`config.mk`:
```
export PLATFORM = sky130hd
export DESIGN_NAME = inv_ark_stage
export DESIGN_NICKNAME = d
export VERILOG_FILES = /design/src/rtl/aes_pkg.sv /design/src/rtl/inv_ark_key_table.sv /design/src/rtl/inv_ark_stage.sv
export SDC_FILE = /design/constraint.sdc
export NUM_CORES = 2
export LEC_CHECK = 0
export CAP_MARGIN = 20
export CORE_UTILIZATION = 50
export CTS_CLUSTER_SIZE = 24
export DETAILED_ROUTE_END_ITERATION = 6
export GPL_ROUTABILITY_DRIVEN = 1
export PLACE_DENSITY_LB_ADDON = 0.15
export SLEW_MARGIN = 20
export SYNTH_ARGS = -nofsm -noshare
export SYNTH_HDL_FRONTEND = slang
export SYNTH_SLANG_ARGS = --single-unit
```
`constraint.sdc`:
```
create_clock -name clk -period 4.3 [get_ports clk]
set_clock_uncertainty 0.15 [all_clocks]
set_input_delay 1.29 -clock clk [delete_from_list [all_inputs] [get_ports clk]]
set_output_delay 1.29 -clock clk [all_outputs]
set_load 0.01 [all_outputs]
```
`src/rtl/aes_pkg.sv`:
```
// Shared AES datapath constants and types.
package aes_pkg;

    localparam int unsigned AES_BLK_W = 128;
    localparam int unsigned RK_IDX_W  = 4;
    localparam int unsigned AES_NR    = 10;

    typedef logic [AES_BLK_W-1:0] aes_block_t;
    typedef logic [RK_IDX_W-1:0]  rk_idx_t;

    function automatic logic idx_in_range(rk_idx_t idx, int unsigned nr);
        return 32'(idx) <= nr;
    endfunction

endpackage

```
`src/rtl/inv_ark_key_table.sv`:
```
// Expanded round-key storage: one write port, one combinational read port.
module inv_ark_key_table
    import aes_pkg::*;
#(
    parameter int unsigned NR = AES_NR
) (
    input  logic                 clk,
    input  logic                 rst_n,
    input  logic                 we,
    input  logic [RK_IDX_W-1:0]  waddr,
    input  logic [AES_BLK_W-1:0] wdata,
    input  logic [RK_IDX_W-1:0]  raddr,
    output logic [AES_BLK_W-1:0] rdata,
    output logic                 raddr_oob,
    output logic                 waddr_oob
);

    aes_block_t keys_q [NR+1];

    logic waddr_ok;

    assign waddr_ok  = idx_in_range(waddr, NR);
    assign waddr_oob = we && !waddr_ok;
    assign raddr_oob = !idx_in_range(raddr, NR);

    always_ff @(posedge clk or negedge rst_n) begin
        if (!rst_n) begin
            for (int i = 0; i <= int'(NR); i++) begin
                keys_q[i] <= '0;
            end
        end else if (we && waddr_ok) begin
            keys_q[waddr] <= wdata;
        end
    end

    // Reads see the registered array, so a same-cycle write returns the old key.
    always_comb begin
        rdata = '0;
        if (!raddr_oob) begin
            rdata = keys_q[raddr];
        end
    end

endmodule

```
`src/rtl/inv_ark_stage.sv`:
```
// Two-stage valid/ready AddRoundKey stage for the inverse cipher, feeding inv_mixcolumns.
module inv_ark_stage
    import aes_pkg::*;
#(
    parameter int unsigned NR = AES_NR
) (
    input  logic                 clk,
    input  logic                 rst_n,
    input  logic                 key_we,
    input  logic [RK_IDX_W-1:0]  key_waddr,
    input  logic [AES_BLK_W-1:0] key_wdata,
    input  logic                 in_valid,
    output logic                 in_ready,
    input  logic [AES_BLK_W-1:0] in_data,
    input  logic [RK_IDX_W-1:0]  in_round,
    output logic                 out_valid,
    input  logic                 out_ready,
    output logic [AES_BLK_W-1:0] out_data,
    output logic                 out_mix,
    output logic                 out_last,
    output logic                 err
);

    logic       ready_en_q;
    logic       a_valid_q;
    aes_block_t a_data_q;
    rk_idx_t    a_round_q;

    logic       out_valid_q;
    aes_block_t out_data_q;
    logic       out_mix_q;
    logic       out_last_q;
    logic       err_q;

    aes_block_t rd_key;
    logic       rd_oob;
    logic       wr_oob;
    logic       adv;
    logic       in_fire;
    logic       move;
    logic       mix_d;
    logic       last_d;

    inv_ark_key_table #(
        .NR(NR)
    ) u_key_table (
        .clk       (clk),
        .rst_n     (rst_n),
        .we        (key_we),
        .waddr     (key_waddr),
        .wdata     (key_wdata),
        .raddr     (a_round_q),
        .rdata     (rd_key),
        .raddr_oob (rd_oob),
        .waddr_oob (wr_oob)
    );

    assign adv      = !out_valid_q || out_ready;
    assign move     = a_valid_q && adv;
    // ready_en_q keeps in_ready low throughout reset without a combinational reset path.
    assign in_ready = ready_en_q && (!a_valid_q || adv);
    assign in_fire  = in_valid && in_ready;

    always_comb begin
        mix_d  = 1'b0;
        last_d = 1'b0;
        if (!rd_oob) begin
            mix_d  = (32'(a_round_q) >= 32'd1) && (32'(a_round_q) <= NR - 1);
            last_d = (a_round_q == '0);
        end
    end

    always_ff @(posedge clk or negedge rst_n) begin
        if (!rst_n) begin
            ready_en_q <= 1'b0;
            a_valid_q  <= 1'b0;
            a_data_q   <= '0;
            a_round_q  <= '0;
        end else begin
            ready_en_q <= 1'b1;
            if (in_fire) begin
                a_valid_q <= 1'b1;
                a_data_q  <= in_data;
                a_round_q <= in_round;
            end else if (move) begin
                a_valid_q <= 1'b0;
            end
        end
    end

    always_ff @(posedge clk or negedge rst_n) begin
        if (!rst_n) begin
            out_valid_q <= 1'b0;
            out_data_q  <= '0;
            out_mix_q   <= 1'b0;
            out_last_q  <= 1'b0;
        end else if (move) begin
            out_valid_q <= 1'b1;
            out_data_q  <= a_data_q ^ rd_key;
            out_mix_q   <= mix_d;
            out_last_q  <= last_d;
        end else if (out_ready) begin
            out_valid_q <= 1'b0;
        end
    end

    always_ff @(posedge clk or negedge rst_n) begin
        if (!rst_n) begin
            err_q <= 1'b0;
        end else if (wr_oob || (move && rd_oob)) begin
            err_q <= 1'b1;
        end
    end

    assign out_valid = out_valid_q;
    assign out_data  = out_data_q;
    assign out_mix   = out_mix_q;
    assign out_last  = out_last_q;
    assign err       = err_q;

endmodule
```
==> results.txt <==
----------------------------------------------------
[Setup path]
  Critical-path top delay cell ... sky130_fd_sc_hd__clkdlybuf4s50_1
  Kind of start point of the critical path ... input port
  Crit Path Max Fanout ... 2
  Worst endpoint required time ... 2.86 ns
  CP Cell Sequence ... clkdlybuf4s50_1 -> nor2b_2 -> buf_12 -> a21boi_4 -> dlygate4sd2_1
  Arrival time reported for the critical path endpoint ... 2.68 ns
  Largest incremental delay on the critical path ... 0.46 ns
  Crit path kind ... input port to primary output
  Crit end category ... primary output

[Power]
  Pwr per Cell Area ... 537 mW/mm^2
  Maximum ir drop on the vdd rail ... 0.435 mV
  Static power due to leakage ... 0.0398 uW

[Clocking]
  Clock Tree Buf Depth ... 3
  Number of post-CTS setup repair buffers ... 0
  Insertion delay to the later sink of the worst-skew pair ... between 0.8 and 0.9 ns
  Clock transition at the registers of the reported paths ... 0.06 ns
  Clock sink count ... between 1500 and 2000
  CTS tree ... done
  Depth of the CTS H-tree ... 4
  Root Buffer ... sky130_fd_sc_hd__clkbuf_16
  Hold buffers post-CTS ... 0
  CTS Buf Count ... 180

[Synthesis]
  Area share of the largest cell type after synthesis ... 52.2%
  Number of warnings issued by yosys ... 0
  Most common flop cell mapped by yosys ... sky130_fd_sc_hd__dfrtp_1
  Fraction of synthesis flops using an asynchronous set or reset pin ... 100%
  Number of enable-type register cells in the synthesized netlist ... 0
  Synthesized netlist net count ... 6472
  Cell with the most instances after synthesis ... sky130_fd_sc_hd__dfrtp_1
  Synthesized instance count ... 6203
  Netlist area before placement ... around 0.08 mm^2
  Post-synthesis average cell area ... roughly 13 um^2
  Dominant cell type by area after synthesis ... sky130_fd_sc_hd__dfrtp_1
  Sequential area share after synthesis ... approximately 52%
  Register bit total from synthesis ... around 1700
  Number of distinct library cell variants in the gate-level netlist after synthesis ... 33
  Synth top cells by count ... 1674 x sky130_fd_sc_hd__dfrtp_1, 1566 x sky130_fd_sc_hd__mux2_2, 640 x sky130_fd_sc_hd__mux2i_1, 512 x sky130_fd_sc_hd__nand4_1, 301 x sky130_fd_sc_hd__clkbuf_1
  Cells taking the most area after synthesis ... sky130_fd_sc_hd__dfrtp_1 52%, sky130_fd_sc_hd__mux2_2 22%, sky130_fd_sc_hd__mux2i_1 8.0%

[STA]
  Number of pins with negative max-slew slack in the final report ... 0
  Peak Freq ... 0.243 GHz
  Final worst slack ... 0.178 ns
  Final count of hold timing violations ... 0
  Time the final worst path needs with I/O delays and setup ... 4.12 ns
  Unrepaired setup endpoints after global routing ... false
  Period Utilization, post-route ... about 96%
  Relative slew margins ... 27.1%
  Actual slew at the worst max-slew pin ... 1.09 ns
  Number of endpoints failing setup at the final stage ... 0

[Global route]
  Antenna violations before repair ... 19
  Overflow after GRT ... 0
  First-pass GRT wire length ... around 340000 um
  Via count of the first global-routing pass ... 54900
  Global Route Usage Sum ... 27.7%
  Maximum number of pins on one net before global-route repair ... approximately 170

[Place]
  Area after DPL ... 0.0867 mm^2
  Number of buffers added on ports ... 401
  Detailed placement HPWL ... 132000 um
  Pre-CTS worst setup slack ... -0.466 ns
  Routability congestion estimate from global placement ... 0.778

[Detailed routing]
  Met2 WL post-DR ... approximately 100000 um
  Overall routed net length ... 224000 um
  Average wire per standard cell ... 26.2 um
  Detailed-router iteration count before antenna repair ... 5
  Count of routing violations after the opening detailed-route iteration ... 4092
  Top layer reached by signal wires ... met5
  Via count ... 53700
  Routed length on met3 ... 11000 um
  Via density per instance ... 6.27
  Wl on met1 ... 104000 um
  Number of DRC violations after detailed routing ... 0
  Antenna violation net count after detailed routing ... 0

[Floorplanning]
  Core footprint ... 0.159 mm^2
  Die Wd ... roughly 400 um
  Number of placement rows ... ~150
  Number of top-level design ports ... 402
  Die Height ... between 400 and 500 um
  Effective utilization at floorplan ... about half
  Total die area ... 0.162 mm^2

[Outcome]
  Status ... completed

[Cells and area]
  Final instance area ... approximately 0.093 mm^2
  Core occupancy in the finished layout ... between 50% and 60%
  Layout overhead on the synthesized area ... 15.8%
  Nets@finish ... 6605
  Layout cell share with drive strength beyond 1 ... between 30% and 40%

[Job]
  Max-cap violations ... 0

[Hold path]
  Hold WC Path Type ... input port to asynchronous set/reset pin

----------------------------------------------------
## per-layer routing
layer	GRT usage [%]	up-vias
met4	8.21	22
met5	0	-
met2	43.5	1420
met3	4.06	341
li1	-	23300
met1	39.7	28600
## layout by cell type (no fill, tap or decap), types with 2 or more instances in the layout
| cell type | count |
|---|---|
| sky130_fd_sc_hd__clkinv_2 | 21 |
| sky130_fd_sc_hd__clkbuf_8 | 48 |
| sky130_fd_sc_hd__clkbuf_1 | 46 |
| sky130_fd_sc_hd__nand3b_1 | 131 |
| sky130_fd_sc_hd__o22ai_1 | 107 |
| sky130_fd_sc_hd__mux2i_1 | 640 |
| sky130_fd_sc_hd__nor2_1 | 131 |
| sky130_fd_sc_hd__a21oi_1 | 2 |
| sky130_fd_sc_hd__nor2_4 | 6 |
| sky130_fd_sc_hd__clkdlybuf4s50_1 | 399 |
| sky130_fd_sc_hd__nand4_1 | 512 |
| sky130_fd_sc_hd__diode_2 | 9 |
| sky130_fd_sc_hd__buf_12 | 104 |
| sky130_fd_sc_hd__inv_6 | 2 |
| sky130_fd_sc_hd__nand2b_1 | 3 |
| sky130_fd_sc_hd__o211ai_1 | 128 |
| sky130_fd_sc_hd__buf_4 | 87 |
| sky130_fd_sc_hd__nand2_1 | 134 |
| sky130_fd_sc_hd__clkinvlp_4 | 5 |
| sky130_fd_sc_hd__clkbuf_16 | 187 |
| sky130_fd_sc_hd__nand2_4 | 3 |
| sky130_fd_sc_hd__dfrtp_4 | 5 |
| sky130_fd_sc_hd__inv_1 | 128 |
| sky130_fd_sc_hd__mux2_1 | 102 |
| sky130_fd_sc_hd__nand2b_4 | 5 |
| sky130_fd_sc_hd__inv_16 | 3 |
| sky130_fd_sc_hd__mux2_2 | 1566 |
| sky130_fd_sc_hd__bufinv_16 | 14 |
| sky130_fd_sc_hd__dfrtp_1 | 1669 |
| sky130_fd_sc_hd__o22ai_2 | 21 |
| sky130_fd_sc_hd__a2111o_1 | 128 |
| sky130_fd_sc_hd__clkinv_8 | 2 |
| sky130_fd_sc_hd__a22oi_1 | 128 |
## registers in the layout, summed over array words and instances, names as in the netlist
register	flops
u_key_table.keys_q	1408
a_data_q	128
out_data	128
a_round_q	4
a_valid_q	1
err	1
out_last	1
out_mix	1
out_valid	1
ready_en_q	1
## timing repair
item / CTS / global route
setup endpoints to repair: 1 / 0
endpoints found under the hold margin: 0 / 0
gates resized for setup: 4 / 0
## kinds of logic (layout without fill, tap and decap cells)
logic type	count (synthesis)	after routing	share of synthesized area [%]
flip-flops	1674	1674	52.2
AO/OA/AOI/OAI	519	519	5.41
multiplexers	2308	2308	31.4
buffers and inverters	769	1048	4.37
other	1	10	0.00467
AND/OR/NAND/NOR	932	932	6.62
## cell type report
cell class,instances,area [um^2]
flip-flops and latches,1674,41900
clock inverters,47,673
clock buffers,281,5510
inverters,128,480
multi-input cells,3760,35000
well taps,2072,2590
diodes,9,22.5
repair buffers,592,6770
fillers,12800,66000
## per-stage QoR
step / TNS, ns / power (uW) / cells / hold WS [ns]
after global routing: 0 / 52300 / 8561 / 0.262
after floorplan: 0 / 29400 / 6203 / 0.329
after detailed placement: -0.466 / 34100 / 8226 / 0.321
after global placement: -0.509 / 33600 / 8226 / 0.320
after CTS: 0 / 50300 / 8554 / 0.238
final: 0 / 49900 / 8563 / 0.276
## worst max-delay path: cells and delay by family
family / cells / cell delay (ns)
buffers and inverters: 3 / 0.94
AND/OR/NAND/NOR: 1 / 0.36
AO/OA/AOI/OAI: 1 / 0.08
## path summary, 6_finish.rpt
kind	startpoint	end	slack (ns)	cells past startpoint
max	out_ready	in_ready	0.18	5
min	rst_n	u_key_table.keys_q[1070]	0.28	1
max reg2reg	a_valid_q	out_data[62]	0.81	5
min reg2reg	out_data[51]	out_data[51]	0.33	2
max in group asynchronous	rst_n	u_key_table.keys_q[476]	2.45	2
min in group clk	out_data[51]	out_data[51]	0.33	2
## power breakdown
| group | switching [uW] | internal, uW |
|---|---|---|
| logic | 5660 | 6070 |
| registers | 2570 | 19600 |
| clock network | 6410 | 9630 |
No activity file was read; power rests on OpenSTA's default activity.
